**config.mk**
```make
export PLATFORM = sky130hd
export DESIGN_NAME = squarer_seq
export DESIGN_NICKNAME = d
export VERILOG_FILES = /design/src/rtl/squarer_seq.sv
export SDC_FILE = /design/constraint.sdc
export NUM_CORES = 1
export LEC_CHECK = 0
export ABC_AREA = 1
export ABC_CLOCK_PERIOD_IN_PS = 4900
export BUFFER_PORTS_ARGS = -buffer_cell sky130_fd_sc_hd__buf_2
export CAP_MARGIN = 0
export CORE_ASPECT_RATIO = 0.9
export CORE_UTILIZATION = 48
export DETAILED_ROUTE_END_ITERATION = 8
export PLACE_DENSITY_LB_ADDON = 0.1
export SYNTH_ARGS = -nofsm -noshare
export SYNTH_HDL_FRONTEND = slang
export SYNTH_SLANG_ARGS = --single-unit
```
**constraint.sdc**
```tcl
create_clock -name clk_i -period 4.9 [get_ports clk_i]
set_input_delay 0 -clock clk_i [delete_from_list [all_inputs] [get_ports clk_i]]
set_output_delay 0 -clock clk_i [all_outputs]
set_load 0.005 [all_outputs]
```
**src/rtl/squarer_seq.sv**
```systemverilog
// Sequential shift-and-add squarer: Y = X*X over WIDTH cycles through one 2*WIDTH-bit CLA.
// Regenerates a radicand from a root so square-root results can be cross-checked in-system.

// One lookahead group (up to 4 bits): local carries as flat sum-of-products, plus group G/P.
module cla_group #(
    parameter int GW = 4
) (
    input  logic [GW-1:0] a_i,
    input  logic [GW-1:0] b_i,
    input  logic          c_i,
    output logic [GW-1:0] s_o,
    output logic          g_o,
    output logic          p_o
);
    logic [GW-1:0] g, p, c;

    assign g = a_i & b_i;
    assign p = a_i ^ b_i;

    always_comb begin
        logic t;
        c = '0;
        for (int j = 0; j < GW; j++) begin
            t = c_i;
            for (int k = 0; k < j; k++) t = t & p[k];
            c[j] = t;
            for (int k = 0; k < j; k++) begin
                t = g[k];
                for (int m = k + 1; m < j; m++) t = t & p[m];
                c[j] = c[j] | t;
            end
        end
    end

    always_comb begin
        logic t;
        g_o = 1'b0;
        for (int k = 0; k < GW; k++) begin
            t = g[k];
            for (int m = k + 1; m < GW; m++) t = t & p[m];
            g_o = g_o | t;
        end
    end

    assign p_o = &p;
    assign s_o = p ^ c;
endmodule

// N-bit carry-lookahead adder built from 4-bit groups; a narrower last group absorbs N mod 4.
module cla_adder #(
    parameter int N = 16
) (
    input  logic [N-1:0] A_i,
    input  logic [N-1:0] B_i,
    input  logic         Ci_i,
    output logic [N-1:0] S_o,
    output logic         Co_o
);
    localparam int NG = (N + 3) / 4;

    logic [NG:0]   gc;
    logic [NG-1:0] gg, gp;

    assign gc[0] = Ci_i;

    for (genvar k = 0; k < NG; k++) begin : g_grp
        localparam int LO = 4 * k;
        localparam int GW = (N - LO >= 4) ? 4 : N - LO;

        cla_group #(.GW(GW)) u_grp (
            .a_i (A_i[LO +: GW]),
            .b_i (B_i[LO +: GW]),
            .c_i (gc[k]),
            .s_o (S_o[LO +: GW]),
            .g_o (gg[k]),
            .p_o (gp[k])
        );

        assign gc[k+1] = gg[k] | (gp[k] & gc[k]);
    end

    assign Co_o = gc[NG];
endmodule

module squarer_seq #(
    parameter int WIDTH = 8
) (
    input  logic                 clk_i,
    input  logic                 rst_i,
    input  logic                 start_i,
    input  logic [WIDTH-1:0]     X_i,
    output logic                 busy_o,
    output logic                 done_o,
    output logic [2*WIDTH-1:0]   Y_o
);
    localparam int CW = $clog2(WIDTH + 1);
    localparam logic [CW-1:0] LAST = CW'(WIDTH - 1);

    localparam logic [1:0] S_IDLE = 2'd0;
    localparam logic [1:0] S_CALC = 2'd1;
    localparam logic [1:0] S_DONE = 2'd2;

    logic [1:0]         state;
    logic [2*WIDTH-1:0] p, m, sum, p_nxt;
    logic [WIDTH-1:0]   q;
    logic [CW-1:0]      cnt;
    logic               add_co;

    cla_adder #(.N(2*WIDTH)) u_cla (
        .A_i  (p),
        .B_i  (m),
        .Ci_i (1'b0),
        .S_o  (sum),
        .Co_o (add_co)
    );

    assign p_nxt = q[0] ? sum : p;

    always_ff @(posedge clk_i or posedge rst_i) begin
        if (rst_i) begin
            state <= S_IDLE;
            p     <= '0;
            m     <= '0;
            q     <= '0;
            cnt   <= '0;
            Y_o   <= '0;
        end else begin
            case (state)
                S_IDLE: begin
                    if (start_i) begin
                        p     <= '0;
                        m     <= {{WIDTH{1'b0}}, X_i};
                        q     <= X_i;
                        cnt   <= '0;
                        state <= S_CALC;
                    end
                end
                S_CALC: begin
                    p   <= p_nxt;
                    m   <= m << 1;
                    q   <= q >> 1;
                    cnt <= cnt + CW'(1);
                    // Last iteration publishes the sum including this cycle's addend.
                    if (cnt == LAST) begin
                        Y_o   <= p_nxt;
                        state <= S_DONE;
                    end
                end
                S_DONE:  state <= S_IDLE;
                default: state <= S_IDLE;
            endcase
        end
    end

    assign busy_o = (state == S_CALC) || (state == S_DONE);
    assign done_o = (state == S_DONE);

`ifndef SYNTHESIS
    // (2^W-1)^2 < 2^(2W): the accumulator can never carry out.
    always_ff @(posedge clk_i) begin
        if (!rst_i && state == S_CALC && q[0]) assert (!add_co);
    end
`endif
endmodule

```
==> results.py <==
metrics = {
    "run_status": {
        "status": "finished, final reports clean",
    },
    "global_route": {
        "grt_pass1_vias": 2603,
        "grt_max_degree": 63,
        "antenna_found_initial": 0,
        "overflow": 0,
        "grt_use_total_pct": 21.20,
        "grt_first_pass_wirelength_mm": 12.24,
    },
    "layout": {
        "area_delta_synth_final_pct": 11.20,
        "fillers": 624,
        "final_cell_area_um2": 3851,
        "finish.utilization_pct": 56.96,
        "fin_nets": 481,
        "finalNonFillerCells": 537,
        "antenna-diode-count": 0,
        "drive_gt1_share_pct": 13.42,
    },
    "clocking": {
        "clk_path_buf_depth": 2,
        "cts_sinks": 62,
        "cts_tree": "built",
        "cts_buffers": 9,
        "cts.clk_slew.worst_paths_ns": 0.06,
        "post-cts-setup-buffer-count": 0,
        "hold_buffers": 9,
        "cts_root_buf": "clkbuf_8",
        "clkLatencyLatePin_ns": 0.35,
        "cts.htree.levels": 3,
        "ctsResizeCount": 0,
    },
    "yosys": {
        "synthesis.nets": 448,
        "ys_seq_area_share_pct": 44.80,
        "netlist.area_leader.share_pct": 44.80,
        "yosys-top-cells-area": "dfrtp_1 45%, nand2_1 11%, ha_1 8.3%",
        "synth_edf_count": 0,
        "syn_area_um2": 3463,
        "synth-async-reset-ratio_pct": 100.0,
        "synthFlopType": "dfrtp_1",
        "synth_top_cell_by_area": "dfrtp_1",
        "avgSynthCellArea_um2": 8.447,
        "ys_top_cells_by_count": "102 x nand2_1, 63 x inv_1, 62 x dfrtp_1",
        "yosysWarningCount": 0,
        "syn_inst": 410,
        "ys_ff_latch": 62,
        "synth_cell_type_count": 31,
        "yosys.cell_count.top_type": "nand2_1",
    },
    "critical_path": {
        "worst_setup_path_end_kind": "register",
        "cp-start-kind": "register",
        "arrival_ns": 2.83,
        "path_class": "register to register",
        "crit_start": "p[1]",
        "rr_startpoint": "p[1]",
        "crit_fanout": 3,
        "crit_required_ns": 5.10,
    },
    "timing": {
        "relSlewSlack_pct": 38.75,
        "finalCritPeriodShare_pct": 53.83,
        "fin_skew_ns": 0.008254,
        "setup_violations": 0,
        "worst-slew-pin-transition_ns": 0.9154,
        "setup_tns_ns": 0,
        "rsz0062_at_grt": "no",
        "max_freq_ghz": 0.3791,
        "slew_violations": 0,
        "period_minus_slack_ns": 2.638,
        "hold_viol": 0,
    },
    "route": {
        "drt-pass1-iter-count": 5,
        "vias_per_cell": 5.076,
        "postRouteAntennaNets": 0,
        "dr_total_vias": 2726,
        "drt-total-wl_mm": 7.129,
        "drt_iter0_drc": 140,
        "drc": 0,
        "wl_per_cell_um": 13.28,
    },
    "place": {
        "placed_cell_area_um2": 3612,
        "dp_cells": 513,
        "globalplace.congestion": 0.9261,
        "port_buffers": 28,
        "post-dp-hpwl_mm": 4.784,
    },
    "power": {
        "vdd_ir_drop_max_v": 0.0002911,
        "leakagePower_nw": 1.952,
        "p_per_area_nw_per_um2": 588.5,
    },
    "floorplan": {
        "dieHeight_um": 82.59,
        "num_rows": 28,
        "dieArea_um2": 7559,
        "ioPinCount": 29,
        "start_util_pct": 51.22,
        "die_width_um": 91.54,
        "coreArea_um2": 6761,
    },
    "hold_path": {
        "hp-class": "input pin to register",
        "worstHoldStart": "start_i",
    },
    "job": {
        "drv_cap": 0,
    },
}
==> layout make-up <==
| type | instances | area [µm²] | area share (%) |
|---|---|---|---|
| sequential | 62 | 1551 | 40.29 |
| timing repair buffer | 38 | 237.7 | 6.173 |
| clock buffer | 13 | 138.9 | 3.606 |
| multi-input combinational | 266 | 1553 | 40.32 |
| tap | 90 | 112.6 | 2.924 |
| clock inverter | 2 | 10.01 | 0.2599 |
| inverter | 66 | 247.7 | 6.433 |
==> cell usage in the layout, fill, tap and decap left out, types with 9 or more instances in the layout <==
cell / instances
inv_1: 62
buf_2: 28
o22ai_1: 12
clkbuf_8: 9
dfrtp_1: 62
nand3_1: 25
nand2_1: 102
o21ai_0: 47
dlygate4sd3_1: 9
ha_1: 23
==> cell families after synthesis <==
kind of cell | synth area share (%)
compound gates | 14.74
xor+xnor | 1.264
fa+ha+maj | 10.62
buf+inv | 10.37
flops | 44.80
simple gates | 18.21
==> state kept, by name, summed over array words and instances, names as in the netlist <==
name and flops:
p 16, q 8, m 16, state 2
cnt 4, Y_o 16
==> per-layer routing <==
metal  share of wire, %  global-route usage, %  vias up
li1                   -                      -     1397
met4                1.2                  6.825        0
met3                4.2                  6.685       12
met2                 46                  34.81       46
met1                 48                  26.93     1271
met5                  0                      0        -
==> final timing paths <==
| kind | endpoint | slack, ns | cells after the start |
|---|---|---|---|
| worst max-delay path | Y_o[13] | 2.26 | 15 |
| worst min-delay path | state[1] | 0.1 | 6 |
| worst max register to register | Y_o[13] | 2.26 | 15 |
| worst min register to register | Y_o[13] | 0.48 | 2 |
| max in group asynchronous | m[0] | 3.98 | 4 |
| min in group asynchronous | q[7] | 0.42 | 4 |
==> where the power goes <==
group	internal [mW]	total (mW)	switching (mW)
Sequential	0.707	0.836	0.129
Clock	0.180	0.376	0.197
Combinational	0.389	1.05	0.665
==> through the flow <==
step | setup WS (ns) | power (mW) | hold WS [ns]
global route | 1.985 | 2.493 | 0.1431
global placement | 2.305 | 1.863 | 0.2747
finish | 2.262 | 2.267 | 0.09765
CTS | 2.257 | 2.288 | 0.09387
floorplan | 2.623 | 1.679 | 0.1410
detailed placement | 2.275 | 1.895 | 0.2750
==> critical path, stage by stage, from the launching register on <==
cell	delay (ns)
dfrtp_1	0.40
ha_1	0.28
ha_1	0.13
nand2_1	0.06
nand3_1	0.08
nand2_1	0.07
nand2_1	0.12
nand2_1	0.07
nand2_1	0.12
nand2_1	0.07
nand2_1	0.10
inv_1	0.06
fa_1	0.38
xnor2_1	0.13
o21ai_0	0.29
o21ai_0	0.12
Power figures use the tool's default switching activity.
